===== src/rtl/register_file_16_if.sv =====
// Bus bundle for register_file_16: one write port and two registered read ports.
// The master drives requests; the slave (register file) returns read data and valid flags.
interface register_file_16_if #(
    parameter int WIDTH = 8
);
    logic             we;
    logic [3:0]       wa;
    logic [WIDTH-1:0] wd;
    logic             re_a;
    logic [3:0]       ra_a;
    logic             re_b;
    logic [3:0]       ra_b;
    logic [WIDTH-1:0] da;
    logic [WIDTH-1:0] db;
    logic             va;
    logic             vb;

    modport master (
        output we, wa, wd, re_a, ra_a, re_b, ra_b,
        input  da, db, va, vb
    );

    modport slave (
        input  we, wa, wd, re_a, ra_a, re_b, ra_b,
        output da, db, va, vb
    );
endinterface


===== src/rtl/register_file_16.sv =====
// 16-entry register file with one write port and two independent registered read ports.
// A read that hits the address written at the same edge returns the new write data.
module register_file_16 #(
    parameter int WIDTH = 8
) (
    input  logic                clk,
    input  logic                clr_n,
    register_file_16_if.slave   bus
);

    logic [WIDTH-1:0] rf_q [16];
    logic [WIDTH-1:0] rf_d [16];
    logic [15:0]      wsel;
    logic [WIDTH-1:0] rd_a;
    logic [WIDTH-1:0] rd_b;
    logic [WIDTH-1:0] da_q, da_d;
    logic [WIDTH-1:0] db_q, db_d;
    logic             va_q, va_d;
    logic             vb_q, vb_d;

    // One-hot write select from a full 4-bit decode, address bit 0 is the LSB select.
    always_comb begin
        wsel = '0;
        for (int i = 0; i < 16; i++) begin
            wsel[i] = bus.we && (bus.wa == 4'(i));
        end
    end

    always_comb begin
        for (int i = 0; i < 16; i++) begin
            rf_d[i] = wsel[i] ? bus.wd : rf_q[i];
        end
    end

    // Read muxes forward the write data when the write targets the address being read.
    always_comb begin
        rd_a = wsel[bus.ra_a] ? bus.wd : rf_q[bus.ra_a];
        rd_b = wsel[bus.ra_b] ? bus.wd : rf_q[bus.ra_b];
    end

    always_comb begin
        da_d = da_q;
        db_d = db_q;
        va_d = bus.re_a;
        vb_d = bus.re_b;
        if (bus.re_a) begin
            da_d = rd_a;
        end
        if (bus.re_b) begin
            db_d = rd_b;
        end
    end

    always_ff @(posedge clk or negedge clr_n) begin
        if (!clr_n) begin
            rf_q <= '{default: '0};
            da_q <= '0;
            db_q <= '0;
            va_q <= 1'b0;
            vb_q <= 1'b0;
        end else begin
            rf_q <= rf_d;
            da_q <= da_d;
            db_q <= db_d;
            va_q <= va_d;
            vb_q <= vb_d;
        end
    end

    assign bus.da = da_q;
    assign bus.db = db_q;
    assign bus.va = va_q;
    assign bus.vb = vb_q;

endmodule


===== src/flat_wrapper.sv =====
// flat-port wrapper written by rule: the top's interface ports become plain ports
module register_file_16_flat 
#(
    parameter int WIDTH = 8
)
  (clk, clr_n, bus_we, bus_wa, bus_wd, bus_re_a, bus_ra_a, bus_re_b, bus_ra_b, bus_da, bus_db, bus_va, bus_vb);
  register_file_16_if #(.WIDTH(WIDTH)) bus_i ();
  input  logic clk;
  input  logic clr_n;
  input wire logic [$bits(bus_i.we)-1:0] bus_we;
  input wire logic [$bits(bus_i.wa)-1:0] bus_wa;
  input wire logic [$bits(bus_i.wd)-1:0] bus_wd;
  input wire logic [$bits(bus_i.re_a)-1:0] bus_re_a;
  input wire logic [$bits(bus_i.ra_a)-1:0] bus_ra_a;
  input wire logic [$bits(bus_i.re_b)-1:0] bus_re_b;
  input wire logic [$bits(bus_i.ra_b)-1:0] bus_ra_b;
  output wire logic [$bits(bus_i.da)-1:0] bus_da;
  output wire logic [$bits(bus_i.db)-1:0] bus_db;
  output wire logic [$bits(bus_i.va)-1:0] bus_va;
  output wire logic [$bits(bus_i.vb)-1:0] bus_vb;
  assign bus_i.we = bus_we;
  assign bus_i.wa = bus_wa;
  assign bus_i.wd = bus_wd;
  assign bus_i.re_a = bus_re_a;
  assign bus_i.ra_a = bus_ra_a;
  assign bus_i.re_b = bus_re_b;
  assign bus_i.ra_b = bus_ra_b;
  assign bus_da = bus_i.da;
  assign bus_db = bus_i.db;
  assign bus_va = bus_i.va;
  assign bus_vb = bus_i.vb;
  register_file_16 #(.WIDTH(WIDTH)) u_core (.clk(clk), .clr_n(clr_n), .bus(bus_i));
endmodule

===== config.mk =====
export PLATFORM = sky130hd
export DESIGN_NAME = register_file_16_flat
export DESIGN_NICKNAME = d
export VERILOG_FILES = /design/src/rtl/register_file_16_if.sv /design/src/rtl/register_file_16.sv /design/src/flat_wrapper.sv
export SDC_FILE = /design/constraint.sdc
export NUM_CORES = 1
export LEC_CHECK = 0
export CORE_ASPECT_RATIO = 1.2
export CORE_MARGIN = 4
export CORE_UTILIZATION = 55
export CTS_BUF_LIST = sky130_fd_sc_hd__clkbuf_8
export CTS_CLUSTER_SIZE = 12
export DETAILED_ROUTE_END_ITERATION = 16
export GPL_ROUTABILITY_DRIVEN = 0
export GPL_TIMING_DRIVEN = 1
export PLACE_DENSITY_LB_ADDON = 0.25
export SLEW_MARGIN = 15
export SYNTH_ARGS = -nofsm -noshare
export SYNTH_HDL_FRONTEND = slang
export SYNTH_SLANG_ARGS = --single-unit

===== constraint.sdc =====
create_clock -name clk -period 3 [get_ports clk]
set_input_delay 0.6 -clock clk [delete_from_list [all_inputs] [get_ports clk]]
set_output_delay 0.6 -clock clk [all_outputs]
set_load 0.01 [all_outputs]

==> results of run 1 <==
[cell usage after synthesis (3+ instances only)]
cell      number
dfrtp_1      146
mux2_2       128
mux4_2        35
a22oi_1       32
clkbuf_1      29
mux4_1        29
nor2b_1       21
nand2_1       18
a221o_1       16
nor2_1        12
xor2_1         6
nand2b_1       5
buf_12         3
buf_6          3
[power groups by stage]
stage          Clock [mW]  Combinational (mW)  Sequential [mW]
2_1_floorplan           0               0.982             2.68
3_3_place_gp            0                1.35             2.72
3_5_place_dp            0                1.40             2.77
4_1_cts              1.60                1.41             2.74
5_1_grt              1.67                1.51             2.80
6_report             1.56                1.40             2.74
[cells by family after synthesis]
family,count (synthesis),share of synthesized area [%]
flip-flops,146,47.3
buffers and inverters,42,3.08
AO/OA/AOI/OAI,50,5.35
multiplexers,192,38.7
AND/OR/NAND/NOR,68,4.60
XOR/XNOR,8,0.908
[metrics by stage]
stage / hold slack (ns) / util, % / power [mW]
6_report: 0.137 / 63.7 / 5.71
5_1_grt: 0.178 / 63.7 / 5.98
4_1_cts: 0.146 / 63.7 / 5.74
3_5_place_dp: 0.507 / 60.7 / 4.17
3_3_place_gp: 0.495 / 60.7 / 4.07
2_1_floorplan: 0.304 / - / 3.66
[layer usage]
metal  wire length [um]  share of wire, %  global-route usage, %  vias up
met2               9430                53                   41.2      167
li1                   -                 -                      -     2078
met1               7230                40                   30.7     2540
met4                302               1.7                   7.87        0
met5                  0                 0                      0        -
met3                917               5.1                   5.45       26
[sequential cells by signal (all words and copies together) (netlist names)]
signal / flops
u_core.bus.da: 8
u_core.bus.db: 8
u_core.bus.va: 1
u_core.bus.vb: 1
u_core.rf_q: 128
[cell type report]
cell class	instances	area share, %
inverter	2	0.0857
sequential	146	41.7
tap	171	2.44
multi-input combinational	318	43.7
clock buffer	22	3.46
timing repair buffer	65	7.38
clock inverter	10	1.21
[final timing paths]
path / startpoint / end / slack [ns] / cells after the start
max in group asynchronous: clr_n / u_core.rf_q[117] / 2.05 / 2
min in group clk: u_core.rf_q[121] / u_core.rf_q[121] / 0.52 / 1
worst min-delay path: clr_n / u_core.rf_q[27] / 0.14 / 1
worst max register to register: u_core.rf_q[86] / u_core.bus.da[6] / 1.27 / 4
worst min register to register: u_core.rf_q[121] / u_core.rf_q[121] / 0.52 / 1
worst max-delay path: bus_we / u_core.rf_q[119] / 0.82 / 4
==> impl_metrics.ini, run 1 <==
[timing]
worst_slack_ns = 0.824
max_freq_mhz = 460
tightest_slew_ns = 0.699
period_share_pct = 72.5
final.setup.tns_ns = 0
worst_clock_skew_ns = 0.00986
hold_violations = 0
max_slew_margin_pct = 53.3
drv_slew = 0
final-setup-viol-count = 0
min_period_ns = 2.18
rsz0062_at_grt = false

[finish]
regArea_um2 = 3650
final_common_cell = dfrtp_1
drive_above_1_share_pct = 39.1
area_delta_synth_final_pct = 13.5
multi_input_area_um2 = 3830
final_cell_mix = dfrtp_1 (146), mux2_2 (128), clkdlybuf4s50_1 (39)
final_nets = 575
nFillCells = 1058
instances_no_fill = 734
antenna_cells = 0
design_area_um2 = 8760

[floorplanning]
dieHeight_um = 138
dieArea_um2 = 16000
num_rows = 47
start_util_pct = 56.1
pin_count = 43
core_um2 = 13800
die_w_um = 116

[power]
p_leak_nw = 3.74
p_int_mw = 4.15
powerDensity_nw_per_um2 = 651
switching_power_mw = 1.55
combPwrFrac_pct = 24.5
seqPwrFrac_pct = 48.1
clockPowerShare_pct = 27.4
ir_drop_mv = 0.410
switching_share_pct = 27.2

[worst_setup_path]
end_kind = register
path_class = input pin to register
arrival_ns = 2.51
crit_path_max_incr_delay_ns = 0.61
critPathTopFamily = simple AND/OR/NAND/NOR gates
cp_max_fo = 8
critPathLaunchType = input pin
path_cells = clkdlybuf4s50_1, nor3b_1, nand2b_1, mux2_2
worstPathRequired_ns = 3.34
critical-path-slowest-cell = clkdlybuf4s50_1
crit_buf_inv = 1

[clock_tree]
clk_pin_slew_ns = 0.08
cts.sink_count = 146
ctsResizeCount = 0
cts_hold_buf = 0
cts_buffers = 17
cts_tree = yes
htreeDepth = 4
cts_root_buffer = clkbuf_8
clk_latency_ns = 0.46
post_cts_buffers = 0
ctsLongestPathBuffers = 2

[drt]
vias = 4811
wl_um = 17900
drc = 0
drt_iter0_markers = 402
via_per_inst = 6.55
ant_nets = 0
drt-pass1-iter-count = 5
wl_per_cell_um = 24.4

[synthesis]
synth-seq-cells = 146
netlist.area_leader.share_pct = 47.3
async_reset_ff_share_pct = 100
synth_top_area_cell = dfrtp_1
syn_area_um2 = 7720
synthCells = 506
synth.distinct_cells = 27
ys.warnings.count = 0
mappedNetlistNets = 531
synth.area.top_cells = dfrtp_1 (47%), mux2_2 (19%), mux4_2 (10%)
synth_edf_count = 0
syn_avg_cell_area_um2 = 15.3
synthFlopType = dfrtp_1
seq_area_frac_synth_pct = 47.3

[outcome]
status = finished clean

[global_route]
antenna_found_initial = 0
grt_max_degree = 70
grt_pass1_vias = 5133
grt-ovfl-total = 0
grt_pass1_wl_um = 28700
grt_usage_pct = 24.2

[placed_design]
dpl_cell_area_um2 = 8350
dp_cells = 702
place_ws_ns = 0.403
dp_hpwl_um = 12500
io_buffers = 42

[flow_run]
max_cap_violations = 0

[hold_path]
hp-class = input pin to asynchronous set/reset pin
No activity file was read; power rests on OpenSTA's default activity.
==> run 2: changes to the inputs <==
==> constraint.sdc (replaced) <==
create_clock -name clk -period 2.2 [get_ports clk]
set_input_delay 0.44 -clock clk [delete_from_list [all_inputs] [get_ports clk]]
set_output_delay 0.44 -clock clk [all_outputs]
set_load 0.01 [all_outputs]
==> run 2 against run 1 <==
Effect of this change: highest routed layer unchanged; cell count grew 3.3%; first-iteration DRC count grew 29%; sequential power grew 37%; non-clock buffer count grew 24; total power grew 38%; critical endpoint is now u_core.bus.da[6].
==> impl_metrics.ini, run 2 (synthesis gave the netlist of run 1 again) <==
[clock_tree]
cts_buffers = 17
clk_pin_slew_ns = 0.08
cts_tree = yes
cts_root_buffer = clkbuf_8
cts.sink_count = 146
cts_hold_buf = 1
htreeDepth = 4
ctsLongestPathBuffers = 2
post_cts_buffers = 0
ctsResizeCount = 0
clk_latency_ns = 0.44

[worst_setup_path]
worstPathRequired_ns = 2.53
cp_max_fo = 20
end_kind = register
critPathLaunchType = input pin
crit_path_start = bus_ra_a[1]
reg2reg_depth = 4
arrival_ns = 2.27
path_class = input pin to register
r2r_start = u_core.rf_q[118]

[drt]
via_per_inst = 6.63
wl_um = 19000
vias = 5027
ant_nets = 0
drt_iter0_markers = 518
drt-pass1-iter-count = 5
wl_per_cell_um = 25.0
drc = 0

[finish]
final_cell_mix = dfrtp_1 (146), mux2_2 (128), clkdlybuf4s50_1 (39)
final_common_cell = dfrtp_1
largest_reg_flops = 128
area_delta_synth_final_pct = 17.4
final_nets = 599
drive_above_1_share_pct = 41.1
instances_no_fill = 758
antenna_cells = 0
regMostFlops = u_core.rf_q

[timing]
final-setup-viol-count = 0
rsz0062_at_grt = false
max_slew_margin_pct = 40.8
final.setup.tns_ns = 0
drv_slew = 0
hold_violations = 0
period_share_pct = 88.3
min_period_ns = 1.94
max_freq_mhz = 515
worst_clock_skew_ns = 0.0123
tightest_slew_ns = 0.886

[floorplanning]
die_w_um = 116
pin_count = 43
start_util_pct = 56.1
num_rows = 47
dieArea_um2 = 16000
dieHeight_um = 138
core_um2 = 13800

[global_route]
antenna_found_initial = 0
grt_pass1_vias = 5226
grt_pass1_wl_um = 29700
grt-ovfl-total = 0
grt_max_degree = 52
grt_usage_pct = 25.1

[hold_path]
hp-class = input pin to asynchronous set/reset pin

[power]
p_leak_nw = 3.91
powerDensity_nw_per_um2 = 870
ir_drop_mv = 0.464

[placed_design]
dp_hpwl_um = 13100
io_buffers = 42
dp_cells = 725

[outcome]
status = finished clean

[flow_run]
max_cap_violations = 0
==> run 2: cell count changes in the layout (fill, tap and decap cells not counted), sizes merged <==
cell and change:
buf +23, clkbuf -2, inv +2, bufinv +1, clkinvlp -1, dlygate4sd3 +1
==> run 2: final cells by class <==
type | instances | area (um^2)
clock buffers | 20 | 275
repair buffers | 89 | 942
flip-flops and latches | 146 | 3650
clock inverters | 12 | 140
fillers | 991 | 4700
well taps | 171 | 214
multi-input cells | 318 | 3830
inverters | 2 | 7.51
==> run 2: final timing paths <==
check                                   end  slack (ns)
min reg2reg                 u_core.rf_q[73]        0.52
max reg2reg                u_core.bus.db[6]        0.39
min in group clk            u_core.rf_q[73]        0.52
max in group asynchronous  u_core.rf_q[103]        1.03
max                        u_core.bus.da[6]        0.26
min                         u_core.rf_q[29]        0.51
==> run 2: routing by layer <==
layer | track usage (%) | wire length [um] | part of all wire, %
met1 | 33.1 | 7830 | 41
met4 | 9.67 | 421 | 2.2
met2 | 41.3 | 9570 | 51
met3 | 4.79 | 1120 | 5.9
met5 | 0 | 0 | 0
==> run 2: report_power, final <==
part | internal (mW) | switching, mW | leakage [nW]
logic | 1.24 | 0.683 | 1.89
clock network | 1.20 | 1.01 | 0.218
registers | 3.30 | 0.449 | 1.80
total | 5.74 | 2.14 | 3.91
==> run 2: stage by stage <==
stage | setup slack (ns) | area (um^2) | hold slack [ns] | power (mW) | util [%]
2_1_floorplan | 0.251 | 7720 | 0.144 | 4.99 | -
3_3_place_gp | -0.0922 | 8640 | 0.413 | 5.58 | 62.8
3_5_place_dp | -0.163 | 8640 | 0.420 | 5.71 | 62.8
4_1_cts | 0.314 | 9060 | 0.503 | 7.89 | 65.9
5_1_grt | 0.182 | 9060 | 0.534 | 8.22 | 65.9
6_report | 0.258 | 9060 | 0.510 | 7.89 | 65.9
==> run 2: worst max-delay path, cell delays in order <==
cell,delay [ns]
clkdlybuf4s50_1,0.51
buf_12,0.19
xor2_1,0.10
nor3_1,0.35
a31oi_1,0.15
buf_4,0.19
a221o_1,0.34
